<file path="src/rtl/prio_arb_mux_if.sv">
// Handshake bundle for prio_arb_mux: per-channel request side and single
// registered output side. The arbiter connects through the slave modport.
interface prio_arb_mux_if #(
    parameter int NUM_CH = 4,
    parameter int DATA_W = 8
);
    localparam int IDX_W = (NUM_CH > 1) ? $clog2(NUM_CH) : 1;

    logic [NUM_CH*DATA_W-1:0] in_data;
    logic [NUM_CH-1:0]        in_valid;
    logic [NUM_CH-1:0]        in_ready;
    logic [DATA_W-1:0]        out_data;
    logic [IDX_W-1:0]         out_chan;
    logic                     out_valid;
    logic                     out_ready;

    modport master (
        output in_data, in_valid, out_ready,
        input  in_ready, out_data, out_chan, out_valid
    );

    modport slave (
        input  in_data, in_valid, out_ready,
        output in_ready, out_data, out_chan, out_valid
    );
endinterface

</file>
<file path="src/rtl/prio_arb_mux.sv">
// N-channel priority / round-robin arbiter with a single registered output
// stage; one beat per cycle, no internal buffering beyond that register.
module prio_arb_mux #(
    parameter int NUM_CH = 4,
    parameter int DATA_W = 8,
    localparam int IDX_W = (NUM_CH > 1) ? $clog2(NUM_CH) : 1
) (
    input logic           clk,
    input logic           rst_n,
    input logic           mode,
    prio_arb_mux_if.slave bus
);
    logic [DATA_W-1:0] ch_data [NUM_CH];
    logic [NUM_CH-1:0] grant;
    logic              gnt_any;
    logic [IDX_W-1:0]  gnt_idx;
    logic [IDX_W-1:0]  rr_ptr;
    logic [IDX_W-1:0]  rr_next;
    logic              load;
    logic              xfer;
    int unsigned       pos;

    logic [DATA_W-1:0] out_data_q;
    logic [IDX_W-1:0]  out_chan_q;
    logic              out_valid_q;

    always_comb begin
        for (int unsigned i = 0; i < unsigned'(NUM_CH); i++) begin
            ch_data[i] = bus.in_data[i*DATA_W +: DATA_W];
        end
    end

    // Search starts at 0 (fixed) or rr_ptr (round-robin), wrapping once.
    always_comb begin
        gnt_any = 1'b0;
        gnt_idx = '0;
        pos     = 0;
        for (int unsigned k = 0; k < unsigned'(NUM_CH); k++) begin
            pos = k;
            if (mode) begin
                pos = k + 32'(rr_ptr);
            end
            if (pos >= unsigned'(NUM_CH)) begin
                pos = pos - unsigned'(NUM_CH);
            end
            if (!gnt_any && bus.in_valid[pos]) begin
                gnt_any = 1'b1;
                gnt_idx = IDX_W'(pos);
            end
        end
    end

    always_comb begin
        grant = '0;
        if (gnt_any) begin
            grant[gnt_idx] = 1'b1;
        end
    end

    always_comb begin
        if (gnt_idx == IDX_W'(NUM_CH - 1)) begin
            rr_next = '0;
        end else begin
            rr_next = gnt_idx + 1'b1;
        end
    end

    assign load = ~out_valid_q | bus.out_ready;
    assign xfer = gnt_any & load & rst_n;

    // in_ready is gated by rst_n so nothing is accepted while reset is held.
    assign bus.in_ready  = (rst_n && load) ? grant : '0;
    assign bus.out_data  = out_data_q;
    assign bus.out_chan  = out_chan_q;
    assign bus.out_valid = out_valid_q;

    always_ff @(posedge clk or negedge rst_n) begin
        if (!rst_n) begin
            out_valid_q <= 1'b0;
            out_data_q  <= '0;
            out_chan_q  <= '0;
            rr_ptr      <= '0;
        end else if (load) begin
            if (xfer) begin
                out_data_q  <= ch_data[gnt_idx];
                out_chan_q  <= gnt_idx;
                out_valid_q <= 1'b1;
                if (mode) begin
                    rr_ptr <= rr_next;
                end
            end else begin
                out_valid_q <= 1'b0;
            end
        end
    end
endmodule

</file>
<file path="src/flat_wrapper.sv">
// flat-port wrapper written by rule: the top's interface ports become plain ports
module prio_arb_mux_flat 
#(
    parameter int NUM_CH = 4,
    parameter int DATA_W = 8,
    localparam int IDX_W = (NUM_CH > 1) ? $clog2(NUM_CH) : 1
)
  (clk, rst_n, mode, bus_in_data, bus_in_valid, bus_out_ready, bus_in_ready, bus_out_data, bus_out_chan, bus_out_valid);
  prio_arb_mux_if #(.NUM_CH(NUM_CH), .DATA_W(DATA_W)) bus_i ();
  input logic clk;
  input logic rst_n;
  input logic mode;
  input wire logic [$bits(bus_i.in_data)-1:0] bus_in_data;
  input wire logic [$bits(bus_i.in_valid)-1:0] bus_in_valid;
  input wire logic [$bits(bus_i.out_ready)-1:0] bus_out_ready;
  output wire logic [$bits(bus_i.in_ready)-1:0] bus_in_ready;
  output wire logic [$bits(bus_i.out_data)-1:0] bus_out_data;
  output wire logic [$bits(bus_i.out_chan)-1:0] bus_out_chan;
  output wire logic [$bits(bus_i.out_valid)-1:0] bus_out_valid;
  assign bus_i.in_data = bus_in_data;
  assign bus_i.in_valid = bus_in_valid;
  assign bus_i.out_ready = bus_out_ready;
  assign bus_in_ready = bus_i.in_ready;
  assign bus_out_data = bus_i.out_data;
  assign bus_out_chan = bus_i.out_chan;
  assign bus_out_valid = bus_i.out_valid;
  prio_arb_mux #(.NUM_CH(NUM_CH), .DATA_W(DATA_W)) u_core (.clk(clk), .rst_n(rst_n), .mode(mode), .bus(bus_i));
endmodule
</file>
<file path="config.mk">
export PLATFORM = sky130hd
export DESIGN_NAME = prio_arb_mux_flat
export DESIGN_NICKNAME = d
export VERILOG_FILES = /design/src/rtl/prio_arb_mux_if.sv /design/src/rtl/prio_arb_mux.sv /design/src/flat_wrapper.sv
export SDC_FILE = /design/constraint.sdc
export NUM_CORES = 1
export LEC_CHECK = 0
export ABC_CLOCK_PERIOD_IN_PS = 6500
export CAP_MARGIN = 0
export CORE_AREA = 10 10 70 72
export DETAILED_ROUTE_END_ITERATION = 12
export DIE_AREA = 0 0 80 82
export HOLD_SLACK_MARGIN = 0.15
export PLACE_DENSITY = 0.64
export SLEW_MARGIN = 20
export SYNTH_ARGS = -nofsm -noshare
export SYNTH_HDL_FRONTEND = slang
export SYNTH_SLANG_ARGS = --single-unit
</file>
<file path="constraint.sdc">
create_clock -name clk -period 6.5 [get_ports clk]
set_clock_uncertainty 0.1 [all_clocks]
set_input_delay 1.95 -clock clk [delete_from_list [all_inputs] [get_ports clk]]
set_output_delay 1.95 -clock clk [all_outputs]
set_load 0.05 [all_outputs]
</file>
**Word-level counts from Yosys, hierarchy flattened**

Index checks and enable logic that the tools add are counted.

- Bits in registers: 13
- Input bits: 40
- Output and inout port bits: 15

- $add $sub $neg: 8
- Order comparisons: 11
- Equality and inequality tests: 1
- Multiplexer cells: 33
- Bitwise logic cells: 5
- Reduce and logical (&&, ||, !) cells: 10

Operator list:

| operator | number |
|---|---|
| $mux 32 | 7 |
| $lt 32x3->1 const B | 4 |
| $ge 32x3->1 const B | 3 |
| $sub 32x3->32 const B | 3 |
| $bmux 8 s2 | 1 |
| $mux 8 | 2 |
| $mux 2 | 6 |
| $mux 1 | 10 |
| $bmux 1 s2 | 4 |
| $mux 4 | 2 |
| $add 2x2->3 const A | 2 |
| $logic_and 1x1->1 | 5 |
| $sub 2x3->4 const B | 1 |
| $add 1x2->3 const A | 1 |
| $ge 2x3->1 const B | 1 |
| $ge 3x3->1 const B | 1 |
| $logic_not 1->1 | 3 |
| $lt 2x3->1 const B | 1 |
| $not 2->3 | 1 |
| $reduce_and 3->1 | 1 |
| $add 2x1->2 const B | 1 |
| $and 1x1->1 | 2 |
| $demux 1 s2 | 1 |
| $eq 2x2->1 const B | 1 |
| other kinds (4) | 4 |

**Longest topological paths before layout**

- Depth in word-level cells: 21
- Gate-level depth with buffers: 9
- Mapped depth without buffers: 7

**Worst setup path before layout**

No wires, ideal clock.

- Path kind: input-to-output
- Start point: input port bus_in_valid[3]
- End point: output port bus_in_ready[0]
- Arrival time: 3.658 ns
- Data required time: 4.450 ns
- Setup slack: 0.792 ns
- Cell stages on the path: 7
- Path buffers: 2
- Cells stage by stage: buf_2 > a221o_1 > o21ai_0 > and3_1 > buf_6 > nand2_1 > nor2_1

- Word-level cells in the longest chain between the ends: 18
- Elaborated cells between the ends (all ways): 29
- Classes of those cells: order compare: 2; mux: 20; reduce/logical: 7

Ends and longest elaborated chain:

| item | RTL line | RTL |
|---|---|---|
| start: declaration | flat_wrapper.sv:14 | `input wire logic [$bits(bus_i.in_valid)-1:0] bus_in_valid;` |
| $bmux 1 s2 | prio_arb_mux.sv:46 | `if (!gnt_any && bus.in_valid[pos]) begin` |
| $mux 1 (not written as such) | prio_arb_mux.sv:46 |  |
| $mux 1 | prio_arb_mux.sv:46 |  |
| $logic_not 1->1 | prio_arb_mux.sv:46 |  |
| $logic_and 1x1->1 | prio_arb_mux.sv:46 |  |
| $mux 1 | prio_arb_mux.sv:46 |  |
| $logic_not 1->1 | prio_arb_mux.sv:46 |  |
| $logic_and 1x1->1 | prio_arb_mux.sv:46 |  |
| [2 not listed] | n/a |  |
| $logic_and 1x1->1 | prio_arb_mux.sv:46 |  |
| $mux 2 | prio_arb_mux.sv:46 |  |
| $lt 2x3->1 (not written as such) / $ge 2x1->1 (equally long branches) | prio_arb_mux.sv:56 | `grant[gnt_idx] = 1'b1;` |
| $logic_and 1x1->1 (not written as such) | prio_arb_mux.sv:56 |  |
| $mux 1 (not written as such) | prio_arb_mux.sv:56 |  |
| $demux 1 s2 | n/a |  |
| $mux 4 (*) | prio_arb_mux.sv:55 | `if (gnt_any) begin` |
| $mux 4 (*) | prio_arb_mux.sv:72 | `assign bus.in_ready = (rst_n && load) ? grant : '0;` |
| end: declaration | flat_wrapper.sv:16 | `output wire logic [$bits(bus_i.in_ready)-1:0] bus_in_ready;` |

Every way passes the cells marked *; elsewhere a longest branch is shown, timed or not. The select of a mux whose other input is x is not followed.

**Final worst setup path**

- Start point: input port mode
- End point: output port bus_in_ready[3]

- Word-level cells in the longest chain between the ends: 21
- Elaborated cells between the ends (all ways): 45
- Classes of those cells: add/sub: 4; order compare: 6; mux: 28; reduce/logical: 7

Ends and longest elaborated chain:

| item | RTL line | RTL |
|---|---|---|
| start: declaration | flat_wrapper.sv:12 | `input logic mode;` |
| branches (longest 19 deep; another with $sub 32x3->32) | n/a |  |
| $mux 4 (*) | prio_arb_mux.sv:55 |  |
| $mux 4 (*) | prio_arb_mux.sv:72 |  |

Mark *: on every way between the ends. The select of a mux whose other input is x is not followed.

==> impl_results.md <==
* Status: completed
* Largest area contributor in the netlist: dfrtp_1
* First-pass GRT wire length at between 5000 and 6000 um
* Crit Reg-Reg Startpoint: u_core.rr_ptr[0]
* Buf/Inv on CP at 3
* Clock Latency Late Sink at around 0.28 ns
* Global route overflow at 0
* Dpl hpwl at 2809 um
* Register area share after synthesis at 0.3159
* R2R depth at 7
* Count leader, synth: nand2_1
* Final worst-path setup slack at 0.3516 ns
* All-Layer GR Usage at 0.1001
* Clock Tree Root: clkbuf_4
* Hold path startpoint: u_core.bus.out_chan[1]
* CP Capture Type: output port
* Power per cell area at between 300 and 400 mW/mm2
* Drt pass-1 iters at 4
* Slowest CP cell: clkdlybuf4s50_1
* Leakage at 0.7235 nW
* # diodes at 0
* Worst setup SP type: input port
* Main area contributors after synthesis: dfrtp_1 32%, mux2i_1 11%, nand2_1 5.8%
* Pin count of the biggest net entering global routing at 14
* Syn Inst Count at 120
* Critical Path Max Stage Delay at roughly 0.62 ns
* Die area at 0.006560 mm2
* Crit path max fanout at 11
* CP top delay family: buffers and inverters
* DRT Wirelength at 3361 um
* Core Region at 0.003578 mm2
* Max_cap viols at 0
* TritonCTS clock tree: built
* Cells resized by post-CTS repair at 0
* WHS Path Cells at 1
* Filler cells at about 350
* Critical path required time at 4.45 ns
* Row cnt at 22
* EDFF count, synth at 0
* CTS Buffer Depth at 2
* Count of input and output buffers at 54
* GP Congestion at 0.8232
* # IOs at 55
* Minimum clock period at around 6.1 ns
* Post-CTS Hold Buffers at 0
* RSZ-0062 raised after global routing: no
* Mean post-synth cell area at 8.581 um2
* Post-place setup slack at 0.3555 ns
* Min-delay worst type: reg -> reg
* Clock slew at reported path FFs at 0.08 ns
* Share of layout cells above drive strength 1 at 0.1086
* Netlist cell types at 37
* Slew @ Worst Pin at 0.5213 ns
* Final setup vio count at 0
* Crit path DAT at 4.10 ns
* Layout area overhead at 61.00%
* Nets at between 200 and 250
* Residual DRC at 0
* Mapped Nets at 161
* Commonest cells post-synth: 16 x nand2_1, 13 x dfrtp_1, 11 x mux2i_1, 9 x inv_1
* Hold worst-path end: u_core.bus.out_chan[1]
* Yosys reg bits at 13
* Synthesized cell area at 0.001030 mm2
* Top-area cell type share of the netlist area at 0.3159
* Initial Util at 0.2878
* Period utilization at 0.9459
* DIE WIDTH at approximately 80 um
* Hold Fails Final Rpt at 0
* Die Ht at between 80 and 90 um
* ANT nets after route at 0
* Synthesis warning total at 0
* DR WL/cell at 15.07 um
* Setup bufs post-CTS at 0
* Peak VDD IR at 0.0001331 V
* Iteration-0 DRC Markers at 44
* Post-synth ARST share at 1.000
* # clock sinks at 13
* Worst R2R End: u_core.rr_ptr[1]
* WS Path Type: in -> out
* H-tree levels at 1
* Total CTS buffers at 3
* Total number of vias at 1118
* Cell-by-cell trace of the critical path: clkdlybuf4s50_1 -> o21ai_1 -> a32oi_1 -> a21o_1 -> and3_1 -> inv_1 -> ha_1 -> and2_1 -> buf_4
* Vias in the first global route at 1141
* Main synth FF type: dfrtp_1
* Max-slew violation count at 0
* Final TNS setup at 0 ns
* Reg-to-reg setup timing slack at 4.21 ns
* Max Clk Rate at 162.6 MHz
* Initial antenna violation count at 0
* Relative slew slack at 0.6514
* Vias per cell at 5.013
## worst max path at each step
stage / start / endpoint / slack (ns) / cells after the start
after global routing: mode / bus_in_ready[2] / 0.09 / 8
after global placement: mode / bus_in_ready[3] / 0.45 / 9
after CTS: mode / bus_in_ready[2] / 0.35 / 8
after floorplan: bus_in_valid[3] / bus_in_ready[0] / 0.79 / 7
final: mode / bus_in_ready[3] / 0.35 / 9
after detailed placement: mode / bus_in_ready[2] / 0.36 / 8
## layer usage
layer,GRT usage,share of wire,vias up
met5,0,0,-
met4,0.04754,0.018,0
met3,0.03275,0.093,4
met2,0.1605,0.46,48
met1,0.1185,0.43,515
li1,-,-,551
## area by class of cell
class | instances | area [um2] | area share
Timing Repair Buffer | 59 | 593.1 | 0.3577
Tap cell | 48 | 60.06 | 0.03623
Inverter | 9 | 33.78 | 0.02038
Multi-Input combinational cell | 90 | 619.3 | 0.3736
Sequential cell | 13 | 325.3 | 0.1962
Clock buffer | 4 | 26.28 | 0.01585
## cells in the final DEF, fill, tap and decap left out, types with 2 or more instances in the layout
master / instances
or3_1: 3
dfrtp_1: 13
a21o_1: 3
o21ai_0: 4
clkbuf_4: 3
nor2_1: 7
mux2_2: 2
a31oi_1: 6
and4_1: 5
o211ai_1: 7
buf_12: 2
o21ai_1: 3
nand2_1: 16
inv_1: 9
buf_4: 7
clkdlybuf4s50_1: 50
nand3_1: 2
mux2i_1: 11
nand2b_1: 3
## per-stage QoR
step	area, um2	utilization	hold slack, ns	cells	power (mW)
4_1_cts	1658	0.4633	0.3917	223	0.5408
3_3_place_gp	1632	0.4559	0.3696	219	0.4833
3_5_place_dp	1632	0.4559	0.3737	219	0.4889
6_report	1658	0.4633	0.3871	223	0.5381
5_1_grt	1658	0.4633	0.4186	223	0.5749
2_1_floorplan	1030	-	0.4958	120	0.3740
## flip-flops by register name, summed over array words and instances (netlist names)
signal / cells
u_core.bus.out_data: 8
u_core.bus.out_chan: 2
u_core.rr_ptr: 2
u_core.bus.out_valid: 1
## cell families after synthesis
family | after synthesis | synth area share
AO/OA/AOI/OAI | 34 | 0.2467
adder cells (fa/ha/maj) | 1 | 0.01215
buffers and inverters | 17 | 0.08262
flip-flops | 13 | 0.3159
multiplexers | 13 | 0.1288
AND/OR/NAND/NOR | 42 | 0.2139
## report_power, final
| part | total, mW | internal [mW] | switching (mW) | leakage [nW] |
|---|---|---|---|---|
| Combinational | 0.347 | 0.144 | 0.203 | 0.551 |
| Sequential | 0.139 | 0.112 | 0.0271 | 0.157 |
| Clock | 0.0526 | 0.0238 | 0.0288 | 0.0150 |
Note: power is estimated with default switching activity, not from simulation.
